==> config.mk <==
export PLATFORM = sky130hd
export DESIGN_NAME = fetch_unit
export DESIGN_NICKNAME = d
export VERILOG_FILES = /design/src/rtl/cpu_pkg.sv /design/src/rtl/fetch_unit.sv
export SDC_FILE = /design/constraint.sdc
export NUM_CORES = 1
export LEC_CHECK = 0
export BUFFER_PORTS_ARGS = -buffer_cell sky130_fd_sc_hd__buf_2
export CORE_ASPECT_RATIO = 1.1
export CORE_MARGIN = 4
export CORE_UTILIZATION = 50
export CTS_BUF_LIST = sky130_fd_sc_hd__clkbuf_16
export CTS_CLUSTER_SIZE = 30
export DETAILED_ROUTE_END_ITERATION = 12
export GPL_TIMING_DRIVEN = 0
export PLACE_DENSITY = 0.85
export SYNTH_ARGS = -nofsm -noshare
export SYNTH_HDL_FRONTEND = slang
export SYNTH_SLANG_ARGS = --single-unit
==> constraint.sdc <==
create_clock -name clk -period 4.9 [get_ports clk]
set_clock_uncertainty 0.2 [all_clocks]
set_input_delay 0.49 -clock clk [delete_from_list [all_inputs] [get_ports clk]]
set_output_delay 0.49 -clock clk [all_outputs]
set_load 0.02 [all_outputs]
==> src/rtl/cpu_pkg.sv <==
// Shared CPU definitions: fetch sequencer states, instruction width and the
// NOP word presented on the inst bus when no instruction is executing.
package cpu_pkg;

   localparam int INST_W = 16;

   // op1=10, op2=001: decodes with every write, memory, branch and halt control low
   localparam logic [INST_W-1:0] NOP_INST = 16'h8800;

   typedef enum logic [2:0] {
      S_IDLE,
      S_FETCH,
      S_WAIT,
      S_EXEC,
      S_HALT
   } fetch_state_e;

endpackage

==> src/rtl/fetch_unit.sv <==
// Instruction fetch/sequencing: owns the PC, reads synchronous instruction
// memory and presents one instruction per EXEC phase to the decoder.
module fetch_unit
   import cpu_pkg::*;
#(
   parameter int                ADDR_W   = 12,
   parameter logic [ADDR_W-1:0] RESET_PC = '0
) (
   input  logic              clk,
   input  logic              rst,
   input  logic              run,
   output logic [ADDR_W-1:0] imem_addr,
   input  logic [INST_W-1:0] imem_rdata,
   output logic [INST_W-1:0] inst,
   output logic              inst_valid,
   input  logic              stall,
   input  logic              jump,
   input  logic              branch_taken,
   input  logic [ADDR_W-1:0] target,
   input  logic              hlt,
   output logic [ADDR_W-1:0] pc,
   output logic              halted,
   output logic              retire
);

   fetch_state_e      state_q, state_d;
   logic [ADDR_W-1:0] pc_q, pc_d;
   logic [INST_W-1:0] inst_q, inst_d;
   logic [ADDR_W-1:0] pc_inc;

   assign pc_inc = pc_q + ADDR_W'(1);

   always_ff @(posedge clk) begin
      if (rst) begin
         state_q <= S_IDLE;
         pc_q    <= RESET_PC;
         inst_q  <= NOP_INST;
      end else begin
         state_q <= state_d;
         pc_q    <= pc_d;
         inst_q  <= inst_d;
      end
   end

   always_comb begin
      state_d = state_q;
      pc_d    = pc_q;
      inst_d  = inst_q;
      unique case (state_q)
         S_IDLE: begin
            if (run) state_d = S_FETCH;
         end
         S_FETCH: begin
            state_d = S_WAIT;
         end
         S_WAIT: begin
            inst_d  = imem_rdata;
            state_d = S_EXEC;
         end
         S_EXEC: begin
            // a stalled EXEC holds everything and ignores control inputs
            if (!stall) begin
               if (hlt) begin
                  state_d = S_HALT;
               end else if (jump || branch_taken) begin
                  pc_d    = target;
                  state_d = S_FETCH;
               end else begin
                  pc_d    = pc_inc;
                  state_d = S_FETCH;
               end
            end
         end
         S_HALT: begin
            if (run) begin
               pc_d    = pc_inc;
               state_d = S_FETCH;
            end
         end
         default: begin
            state_d = S_IDLE;
         end
      endcase
   end

   assign imem_addr  = pc_q;
   assign pc         = pc_q;
   assign inst_valid = (state_q == S_EXEC);
   assign halted     = (state_q == S_HALT);
   assign inst       = inst_valid ? inst_q : NOP_INST;
   assign retire     = inst_valid && !stall;

endmodule
==> results of run 1 <==
-- how the worst max path moves through the flow --
stage                    start  endpoint  depth (start not counted)  slack, ns
floorplan           state_q[0]  inst[10]                          4       2.87
global placement    state_q[0]  inst[13]                          5       2.71
detailed placement  state_q[0]   inst[8]                          5       2.71
CTS                 state_q[0]  inst[13]                          5       2.41
global route        state_q[1]  inst[13]                          5       2.22
finish              state_q[1]  inst[13]                          5       2.44
-- worst register-to-register path, delay by kind of cell, from the launching register on --
kind                   cells  cell delay, ns
AOI/OAI and AO/OA          2            0.45
DFF                        1            0.34
buffers and inverters      3            0.46
and+or+nand+nor            2            0.48
-- power by group --
| part | internal [mW] | switching, mW | leakage (nW) | total, mW |
|---|---|---|---|---|
| clock | 0.183 | 0.104 | 0.0762 | 0.287 |
| sequential | 0.267 | 0.00924 | 0.252 | 0.276 |
| combinational | 0.0353 | 0.0516 | 0.733 | 0.0869 |
-- routing by layer --
layer | vias up | wire (um)
met5 | - | 0
met2 | 110 | 2200
li1 | 931 | -
met3 | 4 | 515
met4 | 0 | 32
met1 | 834 | 1820
-- through the flow --
| step | power (mW) | cells |
|---|---|---|
| 4_1_cts | 0.651 | 341 |
| 5_1_grt | 0.677 | 341 |
| 3_3_place_gp | 0.365 | 333 |
| 3_5_place_dp | 0.367 | 333 |
| 6_report | 0.650 | 341 |
| 2_1_floorplan | 0.334 | 222 |
-- state kept, by name (all words and copies together), names as in the netlist --
signal     cells
imem_addr     12
state_q        3
inst_q        16
-- cell families after synthesis --
| group | after synthesis | synth area share, % |
|---|---|---|
| adders and majority gates | 1 | 0.740 |
| AOI/OAI and AO/OA | 65 | 25.6 |
| buffers and inverters | 34 | 11.0 |
| muxes | 1 | 0.592 |
| DFF | 31 | 36.7 |
| and+or+nand+nor | 90 | 25.4 |
-- final cells by class --
class | count | area (um^2) | area share (%)
inverters | 9 | 33.8 | 1.50
clock inverters | 3 | 12.5 | 0.555
flip-flops and latches | 31 | 621 | 27.5
multi-input cells | 157 | 885 | 39.2
clock buffers | 5 | 125 | 5.55
plain buffers | 25 | 151 | 6.71
well taps | 34 | 42.5 | 1.89
repair buffers | 77 | 385 | 17.1
-- cell usage in the layout, fill, tap and decap left out, drive strengths merged --
cell / instances
nor2: 10
or3: 1
a21oi: 27
mux2i: 1
nand2b: 3
a311oi: 1
a22o: 2
a32o: 2
inv: 11
a22oi: 2
o32a: 1
ha: 1
o21bai: 1
and3: 3
or3b: 1
and2: 14
o32ai: 5
nand3: 8
a211oi: 5
o21ai: 10
o31a: 1
buf: 94
a2111o: 1
clkinv: 1
nor3: 2
nand4: 2
nor4: 1
dfxtp: 31
clkbuf: 13
a21boi: 1
nand3b: 1
o22ai: 1
o21a: 2
or2: 4
a31oi: 3
nand2: 40
==> results.sh, run 1 <==
export IMPL_fillers=266
export IMPL_numPortBuffers=77
export IMPL_grt_use_met1_pct=25.8
export IMPL_worstPathArrival_ns=1.77
export IMPL_min_from="imem_rdata[11]"
export IMPL_cts_setup_buffers=0
export IMPL_syn_nets=258
export IMPL_hold_viol=0
export IMPL_initial_core_util_pct=53.6
export IMPL_critPathSlowestCell="dfxtp_1"
export IMPL_r2r_setup_slack_ns=2.86
export IMPL_cts_buffers=5
export IMPL_routed_wl_um=4570
export IMPL_die_width_um=63.4
export IMPL_synth_top_cells_by_count="nand2_1 (40), dfxtp_1 (31), a21oi_1 (27)"
export IMPL_cts_root_buffer="clkbuf_16"
export IMPL_rsz0062_at_grt="false"
export IMPL_setup_viol=0
export IMPL_via_per_inst=5.51
export IMPL_coreArea_mm2=0.00315
export IMPL_ys_seq_elements=31
export IMPL_critPathLaunchType="flip-flop"
export IMPL_synth_top_flop_cell="dfxtp_1"
export IMPL_syn_area_mm2=0.00169
export IMPL_firstDrtPassIters=4
export IMPL_synth_cells=222
export IMPL_maxCapViolations=0
export IMPL_yosysWarnings=0
export IMPL_finalSetupTns_ns=0
export IMPL_worst_slack_ns=2.44
export IMPL_cp_cell_sequence="nand3b_1 > inv_1 > clkbuf_1 > and2_1 > buf_2"
export IMPL_fin_nets=342
export IMPL_htree_num_levels=2
export IMPL_antenna_diode_count=0
export IMPL_cts_tree="done"
export IMPL_cts_sinks=31
export IMPL_synth_top_cell_by_area="dfxtp_1"
export IMPL_yosysMostFrequentCell="nand2_1"
export IMPL_p_leak_nw=1.06
export IMPL_rr_worst_depth=7
export IMPL_grt_use_met3_pct=6.16
export IMPL_critPathBufInv=3
export IMPL_dpl_cell_area_mm2=0.00212
export IMPL_drive_gt1_share_pct=34.2
export IMPL_synth_cell_type_count=40
export IMPL_hold_path_depth=3
export IMPL_slew_viol_final=0
export IMPL_postCtsHoldBufs=0
export IMPL_worst_pin_slew_ns=0.481
export IMPL_criticalPathCategory="reg2out"
export IMPL_ys_top_cells_by_area="dfxtp_1 (37%), nand2_1 (8.9%), a21oi_1 (8.0%)"
export IMPL_grt_pass1_wl_um=7530
export IMPL_syn_to_final_growth_pct=33.5
export IMPL_drt_iter0_drc=151
export IMPL_critPathMaxFanout=10
export IMPL_dieArea_mm2=0.00438
export IMPL_gr_total_overflow=0
export IMPL_io_pins=78
export IMPL_fmax_mhz=406
export IMPL_dp_slack_ns=2.71
export IMPL_antenna_found_initial=0
export IMPL_status="completed"
export IMPL_crit_family="buffers and inverters"
export IMPL_hpwl_um=3290
export IMPL_crit_path_max_incr_delay_ns=0.40
export IMPL_required_ns=4.21
export IMPL_hold_end="inst_q[11]"
export IMPL_grt_pass1_vias=1666
export IMPL_synth_edff_count=0
export IMPL_cts_resized=0
export IMPL_design_area_mm2=0.00226
export IMPL_rr_startpoint="state_q[0]"
export IMPL_postRouteAntennaNets=0
export IMPL_ir_drop_mv=0.194
export IMPL_gp_congestion=0.918
export IMPL_hp_class="in2reg"
export IMPL_cp_end_kind="output pin"
export IMPL_busiest_layer="met2"
export IMPL_synth_top_area_share_pct=36.7
export IMPL_avgSynthCellArea_um2=7.61
export IMPL_grtUsageTotal_pct=21.8
export IMPL_maxSlewHeadroom_pct=67.9
export IMPL_ys_async_sr_fraction_pct=0
export IMPL_wl_per_cell_um=13.4
export IMPL_worstReg2RegEnd="imem_addr[9]"
export IMPL_clock_latency_ns=0.27
export IMPL_final_period_utilization_pct=50.3
export IMPL_num_rows=21
export IMPL_holdWs_ns=0.241
export IMPL_yosysSeqAreaShare_pct=36.7
export IMPL_clock_path_buffers=2
export IMPL_min_period_ns=2.46
export IMPL_clk_pin_slew_ns=0.05
export IMPL_die_h_um=69.0
export IMPL_vias=1879
export IMPL_power_density_mw_per_mm2=288
export IMPL_grt_max_degree=11
export IMPL_fin_util_pct=71.5
export IMPL_drc=0
export IMPL_met2_usage_pct=37.3
No activity file was read; power rests on OpenSTA's default activity.
==> run 2: changes to the inputs <==
- CORE_UTILIZATION: 50 -> 42
- PLACE_DENSITY: 0.85 -> 0.76
- clock period: 4.9 -> 2.1 ns (I/O delays scaled with it)
==> results.sh, run 2 (synthesized netlist as in run 1, its figures left out) <==
export IMPL_rsz0062_at_grt="true"
export IMPL_clk_pin_slew_ns=0.05
export IMPL_cts_tree="done"
export IMPL_vias=1913
export IMPL_criticalPathCategory="reg2reg"
export IMPL_critPathBufInv=3
export IMPL_power_density_mw_per_mm2=672
export IMPL_antenna_found_initial=0
export IMPL_rr_worst_depth=7
export IMPL_die_h_um=74.5
export IMPL_largest_register="inst_q"
export IMPL_p_leak_nw=1.13
export IMPL_grt_max_degree=16
export IMPL_routed_wl_um=4890
export IMPL_grtUsageTotal_pct=20.0
export IMPL_critPathLaunchType="flip-flop"
export IMPL_coreArea_mm2=0.00377
export IMPL_num_rows=23
export IMPL_antenna_diode_count=0
export IMPL_setup_viol=0
export IMPL_min_period_ns=2.02
export IMPL_hold_viol=0
export IMPL_final_period_utilization_pct=96.2
export IMPL_holdWs_ns=0.00943
export IMPL_ir_drop_mv=0.308
export IMPL_grt_pass1_vias=1793
export IMPL_finalSetupTns_ns=0
export IMPL_maxSlewHeadroom_pct=66.7
export IMPL_cp_end_kind="flip-flop"
export IMPL_crit_cells=7
export IMPL_dpl_cell_area_mm2=0.00214
export IMPL_final_cell_mix="buf_2 (78), nand2_1 (40), dfxtp_1 (30), a21oi_1 (27)"
export IMPL_clock_latency_ns=0.27
export IMPL_largest_register_ffs=16
export IMPL_drive_gt1_share_pct=34.1
export IMPL_htree_num_levels=2
export IMPL_io_pins=78
export IMPL_clock_path_buffers=2
export IMPL_postRouteAntennaNets=0
export IMPL_status="completed"
export IMPL_firstDrtPassIters=4
export IMPL_via_per_inst=5.13
export IMPL_syn_to_final_growth_pct=45.8
export IMPL_design_area_mm2=0.00246
export IMPL_dieArea_mm2=0.00510
export IMPL_wl_per_cell_um=13.1
export IMPL_critPathSlowestCell="or3b_1"
export IMPL_numPortBuffers=77
export IMPL_cts_buffers=5
export IMPL_hpwl_um=3500
export IMPL_worst_pin_slew_ns=0.500
export IMPL_mostFrequentLayoutCell="buf_2"
export IMPL_maxCapViolations=0
export IMPL_slew_viol_final=0
export IMPL_gp_congestion=0.912
export IMPL_drt_iter0_drc=100
export IMPL_grt_pass1_wl_um=7770
export IMPL_cts_sinks=31
export IMPL_fin_util_pct=65.4
export IMPL_drc=0
export IMPL_fmax_mhz=495
export IMPL_crit_family="simple AND/OR/NAND/NOR gates"
export IMPL_critPathMaxFanout=10
export IMPL_die_width_um=68.5
export IMPL_required_ns=2.06
export IMPL_cts_root_buffer="clkbuf_16"
export IMPL_fin_nets=358
export IMPL_worstPathArrival_ns=1.98
export IMPL_hp_class="in2reg"
export IMPL_gr_total_overflow=0
export IMPL_hold_path_depth=3
export IMPL_cp_cell_sequence="or3b_1 > buf_6 > inv_2 > nor2_1 > buf_2 > a22o_1 > a32o_1"
export IMPL_crit_path_max_incr_delay_ns=0.40
export IMPL_initial_core_util_pct=44.8
-- run 2: metal layers --
| metal | track usage (%) | routed length, um | share of wire (%) |
|---|---|---|---|
| met1 | 23.1 | 1990 | 41 |
| met2 | 35.1 | 2420 | 49 |
| met3 | 4.98 | 431 | 8.8 |
| met4 | 7.51 | 52 | 1.1 |
| met5 | 0 | 0 | 0 |
-- run 2: timing repair --
action,in CTS,in global routing
buffers inserted,0,2
hold buffers,15,0
gates resized for setup,0,2
endpoints found under the hold margin,15,0
endpoints found under the setup margin,9,15
-- run 2: area by class of cell --
type,count,area [um^2]
buffer,24,148
clock buffer,5,125
clock inverter,3,38.8
fill,332,1310
inverter,9,33.8
multi-input combinational,157,885
sequential,31,622
tap,50,62.6
timing repair buffer,94,551
-- run 2: path summary, 6_finish.rpt --
path	slack, ns	end	from
min	0.009	imem_addr[1]	target[1]
max reg2reg	0.08	imem_addr[11]	state_q[0]
min reg2reg	0.25	inst_q[7]	inst_q[7]
max	0.08	imem_addr[11]	state_q[0]
-- run 2: worst min-delay path, cell delays in order --
cell	delay, ns
buf_2	0.10
nand2_1	0.05
a311oi_1	0.08
-- run 2: per-stage QoR --
step           std cells  worst slack [ns]  power (mW)
2_1_floorplan        222             0.175       0.780
3_3_place_gp         349             0.113       0.852
3_5_place_dp         349             0.117       0.856
4_1_cts              371            0.0868        1.67
5_1_grt              373          -0.00111        1.73
6_report             373            0.0803        1.66
-- run 2: where the power goes --
group          total, mW  internal, mW  switching, mW
clock network      0.789         0.551          0.237
registers          0.644         0.622         0.0215
logic              0.224         0.100          0.124
total               1.66          1.27          0.383
